**src/rtl/td4_register_stage.sv**
```systemverilog
// TD4 architectural state: A, B, OUT, program counter and carry flag, written back from the adder.
// Optional macro TD4_STEP_EN adds a step port that gates every update.
module td4_register_stage #(
    parameter int WIDTH    = 4,
    parameter int PC_WIDTH = 4
) (
    input  logic                clk,
    input  logic                n_reset,
    input  logic [WIDTH-1:0]    sum,
    input  logic                carry_out,
    input  logic [3:0]          load_n,
`ifdef TD4_STEP_EN
    input  logic                step,
`endif
    output logic [WIDTH-1:0]    reg_a,
    output logic [WIDTH-1:0]    reg_b,
    output logic [WIDTH-1:0]    reg_out,
    output logic [PC_WIDTH-1:0] pc,
    output logic                c_flag
);

    logic [WIDTH-1:0]    reg_a_q,   reg_a_d;
    logic [WIDTH-1:0]    reg_b_q,   reg_b_d;
    logic [WIDTH-1:0]    reg_out_q, reg_out_d;
    logic [PC_WIDTH-1:0] pc_q,      pc_d;
    logic                c_flag_q,  c_flag_d;
    logic                advance;

    // Jump targets come from the data-width adder; resize to the ROM address width.
    function automatic logic [PC_WIDTH-1:0] fit_pc(input logic [WIDTH-1:0] v);
        return PC_WIDTH'(v);
    endfunction

`ifdef TD4_STEP_EN
    assign advance = step;
`else
    assign advance = 1'b1;
`endif

    always_comb begin
        reg_a_d   = reg_a_q;
        reg_b_d   = reg_b_q;
        reg_out_d = reg_out_q;
        pc_d      = pc_q;
        c_flag_d  = c_flag_q;
        if (advance) begin
            if (!load_n[0]) reg_a_d   = sum;
            if (!load_n[1]) reg_b_d   = sum;
            if (!load_n[2]) reg_out_d = sum;
            pc_d     = load_n[3] ? (pc_q + PC_WIDTH'(1)) : fit_pc(sum);
            c_flag_d = carry_out;
        end
    end

    always_ff @(posedge clk or negedge n_reset) begin
        if (!n_reset) begin
            reg_a_q   <= '0;
            reg_b_q   <= '0;
            reg_out_q <= '0;
            pc_q      <= '0;
            c_flag_q  <= 1'b0;
        end else begin
            reg_a_q   <= reg_a_d;
            reg_b_q   <= reg_b_d;
            reg_out_q <= reg_out_d;
            pc_q      <= pc_d;
            c_flag_q  <= c_flag_d;
        end
    end

    assign reg_a   = reg_a_q;
    assign reg_b   = reg_b_q;
    assign reg_out = reg_out_q;
    assign pc      = pc_q;
    assign c_flag  = c_flag_q;

endmodule

```
**config.mk**
```make
export PLATFORM = sky130hd
export DESIGN_NAME = td4_register_stage
export DESIGN_NICKNAME = d
export VERILOG_FILES = /design/src/rtl/td4_register_stage.sv
export SDC_FILE = /design/constraint.sdc
export NUM_CORES = 1
export LEC_CHECK = 0
export BUFFER_PORTS_ARGS = -buffer_cell sky130_fd_sc_hd__buf_4
export CORE_UTILIZATION = 30
export DETAILED_ROUTE_END_ITERATION = 16
export GPL_ROUTABILITY_DRIVEN = 0
export PLACE_DENSITY_LB_ADDON = 0.25
export SLEW_MARGIN = 20
export SYNTH_ARGS = -nofsm -noshare
export SYNTH_HDL_FRONTEND = slang
export SYNTH_SLANG_ARGS = --single-unit
```
**constraint.sdc**
```tcl
create_clock -name clk -period 1.7 [get_ports clk]
set_input_delay 0.255 -clock clk [delete_from_list [all_inputs] [get_ports clk]]
set_output_delay 0.255 -clock clk [all_outputs]
set_load 0.01 [all_outputs]
```
==> metrics.md, run 1 <==
| Metric | Value |
|---|---|
| Status | `finished clean` |
| Crit Path Class | `register to output pin` |
| Worst path setup slack after routing | `0.5935 ns` |
| Die Width | `47.85 um` |
| Fillers | `approximately 210` |
| Post-CTS setup buffer count | `0` |
| H-tree depth | `1` |
| Final setup vio count | `0` |
| Syn nets | `55` |
| Max-cap viol count | `0` |
| Beginning of the critical path | `pc[0]` |
| Post-layout min period | `1.106 ns` |
| Clock buffer depth | `2` |
| DP Area | `between 800 and 900 um^2` |
| CTS tree | `done` |
| Clk pwr share | `0.241` |
| Power Density | `968.5 nW/um^2` |
| DRC violations left | `0` |
| Final Cycle Share | `0.6509` |
| Min-delay src | `carry_out` |
| Vias in the first global route | `401` |
| Synth Area per Inst | `14.67 um^2` |
| P_int | `0.6495 mW` |
| Seq/Total Area, Yosys | `0.6746` |
| Clock skew | `0.0001020 ns` |
| Fmax achieved | `903.8 MHz` |
| LEAKAGE | `0.4291 nW` |
| Total Power | `between 0.8 and 0.9 mW` |
| Floorplan core area | `1962 um^2` |
| TritonRoute pass-1 iters | `1` |
| Largest net degree at the start of global routing | `18` |
| Worst r2r src | `pc[0]` |
| Initial drt markers | `0` |
| Cells after synthesis | `43` |
| Crit end category | `output pin` |
| Remaining global-route overflow | `0` |
| Clk sink count | `17` |
| Initial core utilization | `0.3214` |
| Clk Latency, worst-skew pair | `0.28 ns` |
| WP data arrival | `between 0.8 and 0.9 ns` |
| Antenna Nets Post-Route | `0` |
| CP bufs+invs | `1` |
| CP Data Required Time | `~1.4 ns` |
| Cell Area, Synth | `630.6 um^2` |
| Slew Viols, Final | `0` |
| Slowest cell on the critical path | `dfrtp_1` |
| Vias | `435` |
| Most frequent cells in the layout | `buf_4 (27), dfrtp_1 (17), mux2_2 (10)` |
| Area Overhead vs Synth | `43.25%` |
| IO Port Bufs | `27` |
| Worst-margin pin slew | `0.2214 ns` |
| Dpl ws | `0.6391 ns` |
| Via-per-instance ratio | `4.265` |
| Wire length per cell | `11.79 um` |
| Commonest non-fill, non-tap cell in the layout | `buf_4` |
| NetSw | `0.2255 mW` |
| Number of diodes | `0` |
| CP startpoint kind | `register` |
| Antenna violations before repair | `0` |
| Maximum vdd ir drop | `0.6510 mV` |
| Sequential power share | `0.544` |
| DRT Wirelength | `~1.2 mm` |
| Die area | `2289 um^2` |
| Post-layout util | `0.4605` |
| Io pins | `28` |
| Crit-path max cell delay | `0.42 ns` |
| First-pass GRT wire length | `~1.8 mm` |
| Relative slew margins | `0.8524` |
| Worst path cell trace | `buf_4` |
| All-layer global routing usage | `0.1211` |
| CP max FO | `4` |
| Seq cells post-synth | `17` |
| RSZ-0062 raised after global routing | `false` |
| Fin nets | `88` |
| Worst-path clk slew | `roughly 0.090 ns` |
| CTS Buf Count | `3` |
| Final instance area | `903.4 um^2` |
| Min-delay worst type | `input pin to register` |
| Gate power share | `0.215` |
| Synth cell types | `12` |
| Post-route setup TNS | `0 ns` |
| Top delay family on crit path | `flip-flops` |
| Chip height | `approximately 48 um` |
| Std cell rows | `16` |
| Sw frac | `0.2577` |
| Hold Violations, Final | `0` |
| Total of warnings raised by yosys | `0` |
| Share of cells above drive strength 1 | `0.5333` |
| CTS Root Cell | `clkbuf_4` |
-- power by group through the flow --
| stage | logic [mW] | registers, mW | clock network (mW) |
|---|---|---|---|
| 6_report | 0.188 | 0.476 | 0.211 |
| 3_3_place_gp | 0.187 | 0.482 | 0 |
| 4_1_cts | 0.192 | 0.477 | 0.223 |
| 2_1_floorplan | 0.0556 | 0.504 | 0 |
| 5_1_grt | 0.211 | 0.484 | 0.234 |
| 3_5_place_dp | 0.190 | 0.484 | 0 |
-- Yosys cell counts --
cell type | number | area [um^2]
a21oi_1 | 2 | 10.01
dfrtp_1 | 17 | 425.4
ha_1 | 1 | 12.51
inv_1 | 1 | 3.750
mux2_2 | 10 | 112.6
mux2i_1 | 1 | 10.01
nand2_1 | 3 | 11.26
nand3_1 | 1 | 5.000
nor2_1 | 2 | 7.510
o21ai_0 | 3 | 15.01
xnor2_1 | 1 | 8.760
xor2_1 | 1 | 8.760
-- cells by family (layout without fill, tap and decap cells) --
kind of cell,count (synthesis),in the layout,share of synthesized area
AOI/OAI and AO/OA,5,5,0.03968
xor gates and xnor gates,2,2,0.02778
adders and majority gates,1,1,0.01984
buffers and inverters,1,33,0.005947
DFF,17,17,0.6746
muxes,11,11,0.1944
and+or+nand+nor,6,6,0.03769
-- flip-flops by register name (all words and copies together), names as in the netlist --
signal,count
c_flag,1
pc,4
reg_a,4
reg_b,4
reg_out,4
-- timing repair --
action,in CTS,in global routing
hold buffers,1,0
setup endpoints to repair,0,0
gates resized for setup,0,0
hold endpoints to repair,17,0
-- layout make-up --
cell class	instances	area, um^2	share of cell area
multi-input cells	25	201.4	0.2230
flip-flops and latches	17	425.4	0.4709
well taps	27	33.78	0.03740
repair buffers	28	212.7	0.2355
inverters	1	3.754	0.004155
clock buffers	4	26.28	0.02909
-- metal layers --
layer  routed length, um  share of wire  GRT usage  vias up
met3                  86          0.071    0.06415        2
met1                 566           0.47     0.1553      205
met5                   0              0          0        -
li1                    -              -          -      212
met4                  11         0.0091    0.05000        0
met2                 539           0.45     0.1703       16
-- stage by stage --
step,hold WS (ns),instances
4_1_cts,0.06782,102
3_5_place_dp,0.1316,97
3_3_place_gp,0.1297,97
5_1_grt,0.06001,102
2_1_floorplan,-0.04059,43
6_report,0.07672,102
-- path summary, 6_finish.rpt --
kind	to	slack (ns)	depth (start not counted)
hold / removal	c_flag	0.08	1
min in group asynchronous	reg_out[2]	0.36	2
hold reg to reg	reg_a[0]	0.49	2
setup / recovery	pc[0]	0.59	1
setup reg to reg	pc[1]	0.63	2
max in group asynchronous	pc[2]	1.15	2
(Power assumes the default switching activity.)
==> run 2, diff against run 1 <==
--- a/config.mk
+++ b/config.mk
@@ -5,6 +5,7 @@
 export SDC_FILE = /design/constraint.sdc
 export NUM_CORES = 1
 export LEC_CHECK = 0
+export ABC_AREA = 1
 export BUFFER_PORTS_ARGS = -buffer_cell sky130_fd_sc_hd__buf_4
 export CORE_UTILIZATION = 30
 export DETAILED_ROUTE_END_ITERATION = 16
==> constraint.sdc (replaced) <==
create_clock -name clk -period 1 [get_ports clk]
set_input_delay 0.15 -clock clk [delete_from_list [all_inputs] [get_ports clk]]
set_output_delay 0.15 -clock clk [all_outputs]
set_load 0.01 [all_outputs]
==> run 2 against run 1 <==
  * The run now ends with negative setup slack left
  * Area after synthesis down 0.40%
  * Non-clock buffer count rose by 10
  * Via count increased by 30%
  * Clock power grew 70%
  * Cell count up 27%
  * Routed wire length up 22%
  * Clock skew hardly changed
  * Cell area up 19%
  * Core utilization up 8.6 points
  * Critical path type unchanged
  * Critical endpoint unchanged
  * Largest power group unchanged
  * Highest routed layer is now met3
==> metrics.md, run 2 <==
| Metric | Value |
|---|---|
| Most frequent cells in the layout | `buf_4 (20), nand2_1 (17), dfrtp_1 (16), buf_6 (16), o21ai_0 (13)` |
| Remaining global-route overflow | `0 (unchanged)` |
| Synth cell types | `9 (-3)` |
| First-pass GRT wire length | `1.952 mm (+8.4%)` |
| WP data arrival | `0.92 ns (+0.07 ns)` |
| Post-layout min period | `1.068 ns` |
| Relative slew margins | `0.8589 (+0.006542)` |
| Share of cells above drive strength 1 | `0.4369 (-0.09644)` |
| Die area | `2281 um^2 (-0.38%)` |
| Vias in the first global route | `426 (+6.2%)` |
| Via-per-instance ratio | `4.338 (+1.7%)` |
| CTS Buf Count | `3 (unchanged)` |
| Vias | `564 (+30%)` |
| Status | `finished, violations left` |
| Initial core utilization | `0.3202 (-0.001276)` |
| Crit end category | `output pin` |
| R2R Setup Slk | `-0.03 ns (-0.66 ns)` |
| Synth async-reset ratio | `1.000 (unchanged)` |
| Commonest non-fill, non-tap cell in the layout | `buf_4` |
| Initial drt markers | `8 (+8)` |
| Synth Area per Inst | `10.30 um^2 (-30%)` |
| Fmax achieved | `936.0 MHz` |
| CTS tree | `done` |
| CTS Root Cell | `clkbuf_4` |
| Area Overhead vs Synth | `70.72%` |
| Largest cells by area after synthesis | `dfrtp_1 (68%), o21ai_0 (11%), nand2_1 (11%)` |
| DRT Wirelength | `1.462 mm (+22%)` |
| Die Width | `47.76 um (-0.19%)` |
| Post-synth top area share | `0.6773 (+0.002688)` |
| Slew Viols, Final | `0 (unchanged)` |
| Crit-path max cell delay | `0.40 ns (-0.02 ns)` |
| Most used cell, CP | `buf_6` |
| Worst-path clk slew | `0.09 ns (about the same)` |
| Maximum vdd ir drop | `0.7542 mV (+16%)` |
| Antenna Nets Post-Route | `0 (unchanged)` |
| IO Port Bufs | `27 (unchanged)` |
| TritonRoute pass-1 iters | `4 (+3)` |
| DRC violations left | `0 (unchanged)` |
| Floorplan core area | `1962 um^2 (unchanged)` |
| Power Density | `1469 nW/um^2 (+52%)` |
| Syn nets | `73 (+33%)` |
| Io pins | `28 (unchanged)` |
| Clk sink count | `17 (unchanged)` |
| Std cell rows | `16 (unchanged)` |
| Area leader, netlist | `dfrtp_1` |
| Min-delay worst type | `input pin to register` |
| CP Data Required Time | `0.85 ns (-0.59 ns)` |
| Commonest cells post-synth | `nand2_1 (18), dfrtp_1 (17), o21ai_0 (14)` |
| Fin nets | `116 (+32%)` |
| Hold Violations, Final | `0 (unchanged)` |
| Seq/Total Area, Yosys | `0.6773 (+0.002688)` |
| RSZ-0062 raised after global routing | `true` |
| Failing checks | `negative setup slack` |
| Cells after synthesis | `61 (+42%)` |
| Total of warnings raised by yosys | `0 (unchanged)` |
| Largest net degree at the start of global routing | `18 (unchanged)` |
| Wire length per cell | `11.25 um (-4.6%)` |
| DPL Wire Length | `997.6 um` |
| H-tree depth | `1 (unchanged)` |
| All-layer global routing usage | `0.1339 (+0.01281)` |
| Antenna violations before repair | `0 (unchanged)` |
| LEAKAGE | `0.5328 nW (+24%)` |
| Worst-margin pin slew | `0.2116 ns (-0.009813 ns)` |
| Slowest cell on the critical path | `dfrtp_1` |
| Final Cycle Share | `1.068` |
| Post-route setup TNS | `-0.1269 ns (-0.1269 ns)` |
| Number of diodes | `0 (unchanged)` |
| Cell Area, Synth | `628.1 um^2 (-0.40%)` |
| Max-cap viol count | `0 (unchanged)` |
| CP max FO | `2 (-2)` |
| Seq cells post-synth | `17 (unchanged)` |
| Worst path cell trace | `buf_6 > buf_6` |
| EDFF count, synth | `0 (unchanged)` |
| Clock skew | `0.0002409 ns (+0.0001389 ns)` |
| Crit Path Class | `register to output pin` |
| R2R depth | `4 (+2)` |
| Most common cell in the netlist | `nand2_1` |
| Worst path setup slack after routing | `-0.06834 ns (-0.6619 ns)` |
| Post-layout util | `0.5466 (+0.08610)` |
| Clock buffer depth | `2 (unchanged)` |
| Hold path depth | `3 (+2)` |
| Total Power | `1.575 mW (+80%)` |
| Clk Latency, worst-skew pair | `0.28 ns (about the same)` |
| Final setup vio count | `3 (+3)` |
| CP startpoint kind | `register` |
| Chip height | `47.76 um (-0.19%)` |
| Synth Flop Type | `dfrtp_1` |
## run 2: cell count changes in the layout (fill, tap and decap cells not counted), moves of 2 or more
cell	change
nand2_1	+14
o21ai_1	+2
o21ai_0	+10
nor2_1	-2
mux2_2	-10
buf_6	+16
buf_4	-7
nand3_2	+2
inv_1	+5
a21oi_1	-2
## run 2: final cells by class
class / count / area, um^2
timing repair buffer: 38 / 350.3
multi-input combinational: 38 / 212.7
sequential: 17 / 426.7
tap: 27 / 33.78
clock buffer: 4 / 26.28
fill: 183 / 889.6
inverter: 6 / 22.52
## run 2: cells by family after synthesis
group | count (synthesis) | synth area share
and+or+nand+nor | 21 | 0.1335
DFF | 17 | 0.6773
AOI/OAI and AO/OA | 15 | 0.1195
buffers and inverters | 6 | 0.03585
xor gates and xnor gates | 1 | 0.01395
adders and majority gates | 1 | 0.01992
## run 2: critical path: cells and delay by family (launching register included)
family	cells	cell delay [ns]
buf+inv	2	0.23
flops	1	0.40
## run 2: metal layers
layer,vias to the layer above,wire length (um),track usage
li1,282,-,-
met1,263,640,0.1588
met2,19,743,0.2135
met3,0,77,0.06038
met4,0,0,0.05000
met5,-,0,0
## run 2: report_power, final
| group | total [mW] | switching [mW] | internal (mW) |
|---|---|---|---|
| Sequential | 0.808 | 0.0542 | 0.754 |
| Clock | 0.359 | 0.204 | 0.155 |
| Combinational | 0.408 | 0.164 | 0.244 |
## run 2: path summary, 6_finish.rpt
check | to | start
max | pc[0] | pc[0]
min | pc[3] | sum[3]
max reg2reg | pc[2] | pc[0]
min reg2reg | reg_a[0] | reg_a[0]
max in group asynchronous | pc[1] | n_reset
min in group asynchronous | reg_a[2] | n_reset
## run 2: stage by stage
step                setup slack (ns)  hold WS [ns]  instance area, um^2  cells
detailed placement           0.06347       0.02538                872.1    116
CTS                         -0.08728       0.06019                964.7    125
finish                      -0.06834       0.06871                 1072    130
floorplan                    0.04106       -0.1456                628.1     61
global placement             0.09784       0.02475                872.1    116
global route                 -0.1158       0.05360                 1072    130
## run 2: what timing repair did
action	CTS	global route
endpoints found under the setup margin	3	19
gates resized for setup	5	18
buffers inserted	3	5
pin swaps	0	3
hold buffers	2	0
hold endpoints to repair	18	0
==> run 3, diff against run 2 <==
--- a/config.mk
+++ b/config.mk
@@ -10,7 +10,7 @@
 export CORE_UTILIZATION = 30
 export DETAILED_ROUTE_END_ITERATION = 16
 export GPL_ROUTABILITY_DRIVEN = 0
-export PLACE_DENSITY_LB_ADDON = 0.25
+export MAX_ROUTING_LAYER = met4
 export SLEW_MARGIN = 20
 export SYNTH_ARGS = -nofsm -noshare
 export SYNTH_HDL_FRONTEND = slang
==> run 3 against run 2 <==
  * The flow still finishes with violations (negative setup slack)
  * Clock power shrank 3%
  * Flip-flop and latch count is the same
  * Combinational power shrank 7.8%
  * Worst hold slack lost 0.0064 ns
  * Sequential share of layout area grew 1.6 points
  * Fmax shrank 0.56%
  * Critical endpoint unchanged
  * Largest cell class unchanged
==> metrics.md, run 3 (synthesized netlist as in run 2, its figures left out) <==
| Metric | Value |
|---|---|
| All-layer global routing usage | `0.1433 (+0.009412)` |
| Crit Path Class | `register to output pin` |
| Failing checks | `negative setup slack` |
| CTS tree | `done` |
| Via-per-instance ratio | `4.273 (-1.5%)` |
| Clock buffer depth | `2 (unchanged)` |
| Vias | `547 (-3.0%)` |
| Antenna Nets Post-Route | `0 (unchanged)` |
| Antenna violations before repair | `0 (unchanged)` |
| Fmax achieved | `930.8 MHz (-0.56%)` |
| DRC violations left | `0 (unchanged)` |
| Clock skew | `0.0001666 ns (-0.00007436 ns)` |
| CP Capture Point | `pc[0]` |
| Die Width | `47.76 um (unchanged)` |
| Std cell rows | `16 (unchanged)` |
| Sw frac | `0.2605 (-0.007839)` |
| Worst r2r src | `pc[0]` |
| Total Power | `1.528 mW (-3.0%)` |
| Gate power share | `0.246 (-0.013)` |
| Relative slew margins | `0.8589 (about the same)` |
| Initial core utilization | `0.3202 (unchanged)` |
| Worst path setup slack after routing | `-0.07433 ns (-0.005987 ns)` |
| Final setup vio count | `1 (-2)` |
| First-pass GRT wire length | `2.083 mm (+6.7%)` |
| Status | `finished, violations left` |
| WP data arrival | `0.92 ns (about the same)` |
| CTS Root Cell | `clkbuf_4` |
| Die area | `2281 um^2 (unchanged)` |
| CP Data Required Time | `0.85 ns (about the same)` |
| Sequential power share | `0.525 (+0.012)` |
| P_int | `1.130 mW (-1.9%)` |
| CP startpoint kind | `register` |
| Power Density | `1486 nW/um^2 (+1.2%)` |
| Slew Viols, Final | `0 (unchanged)` |
| Crit end category | `output pin` |
| Worst-margin pin slew | `0.2116 ns (+0.00001287 ns)` |
| Io pins | `28 (unchanged)` |
| Clk pwr share | `0.229 (about the same)` |
| Maximum vdd ir drop | `0.8328 mV (+10%)` |
| Initial drt markers | `9 (+1)` |
| Hold Violations, Final | `0 (unchanged)` |
| Largest net degree at the start of global routing | `18 (unchanged)` |
| DRT Wirelength | `1.434 mm (-1.9%)` |
| IO Port Bufs | `27 (unchanged)` |
| Clk sink count | `17 (unchanged)` |
| R2R Setup Slk | `0.01 ns (+0.04 ns)` |
| DPL Wire Length | `1.025 mm (+2.7%)` |
| CTS Buf Count | `3 (unchanged)` |
| RSZ-0062 raised after global routing | `true` |
| Final Cycle Share | `1.074 (+0.005987)` |
| Post-layout min period | `1.074 ns (+0.005987 ns)` |
| Chip height | `47.76 um (unchanged)` |
| CP max FO | `2 (unchanged)` |
| Fin nets | `114 (-1.7%)` |
| Wire length per cell | `11.20 um (-0.38%)` |
| Most frequent cells in the layout | `nand2_1 (18), buf_4 (18), dfrtp_1 (17)` |
| Floorplan core area | `1962 um^2 (unchanged)` |
| NetSw | `0.3980 mW (-5.8%)` |
| Worst reg2reg endpoint | `pc[3]` |
| Worst-path clk slew | `0.09 ns (about the same)` |
| Share of cells above drive strength 1 | `0.3762 (-0.06066)` |
| Worst Hold Slack | `0.06232 ns (-0.006389 ns)` |
| Fillers | `205 (+12%)` |
| Number of diodes | `0 (unchanged)` |
| Beginning of the critical path | `pc[0]` |
| R2R depth | `6 (+2)` |
| TritonRoute pass-1 iters | `4 (unchanged)` |
| Max-cap viol count | `0 (unchanged)` |
| Vias in the first global route | `477 (+12%)` |
| H-tree depth | `1 (unchanged)` |
| Remaining global-route overflow | `0 (unchanged)` |
| Min-delay worst type | `input pin to register` |
| Clk Latency, worst-skew pair | `0.27 ns (about the same)` |
| Area Overhead vs Synth | `63.75%` |
| LEAKAGE | `0.5180 nW (-2.8%)` |
## run 3: cell count changes in the layout (fill, tap and decap cells not counted), sizes merged
cell / before / now
buf: 36 / 34
## run 3: power by group through the flow
stage	registers (mW)	clock network [mW]	logic (mW)
global route	0.810	0.403	0.418
CTS	0.795	0.377	0.321
detailed placement	0.813	0	0.285
floorplan	0.840	0	0.0699
global placement	0.807	0	0.280
finish	0.802	0.350	0.376
## run 3: worst min path at each step
| stage | start | cells after the start | to | slack, ns |
|---|---|---|---|---|
| 2_1_floorplan | n_reset | 0 | c_flag | -0.15 |
| 3_3_place_gp | n_reset | 1 | pc[2] | 0.02 |
| 3_5_place_dp | n_reset | 1 | reg_a[2] | 0.03 |
| 4_1_cts | load_n[3] | 2 | pc[1] | 0.06 |
| 5_1_grt | load_n[3] | 2 | pc[1] | 0.05 |
| 6_report | load_n[3] | 2 | pc[1] | 0.06 |
## run 3: routing by layer
metal  GRT usage  part of all wire  up-vias
met2      0.2135              0.51       17
met4     0.06667                 0        0
met5           -                 0        -
met3     0.04906             0.052        0
met1      0.1738              0.43      251
li1            -                 -      279
## run 3: what timing repair did
action / 4_1_cts / 5_1_grt
gates resized for setup: 3 / 15
setup buffers: 2 / 4
hold buffers: 2 / 0
hold endpoints to repair: 18 / 0
pin swaps: 0 / 5
setup endpoints to repair: 3 / 19
## run 3: critical path, cell delays in order (launching register included)
cell     delay (ns)
dfrtp_1        0.41
buf_6          0.13
buf_6          0.11
## run 3: area by class of cell
type	count	area, um^2	share of cell area
sequential	17	425.4	0.4136
timing repair buffer	36	335.3	0.3260
tap	27	33.78	0.03285
clock buffer	4	26.28	0.02555
inverter	6	22.52	0.02190
multi-input combinational	38	185.2	0.1800
## run 3: through the flow
step | setup WS, ns | std cells | setup TNS [ns] | cell area, um^2 | util
finish | -0.07433 | 128 | -0.07433 | 1028 | 0.5242
global route | -0.1255 | 128 | -0.2707 | 1028 | 0.5242
CTS | -0.09167 | 124 | -0.1036 | 944.7 | 0.4815
detailed placement | 0.06139 | 116 | 0 | 872.1 | 0.4445
global placement | 0.1001 | 116 | 0 | 872.1 | 0.4445
floorplan | 0.04106 | 61 | 0 | 628.1 | -
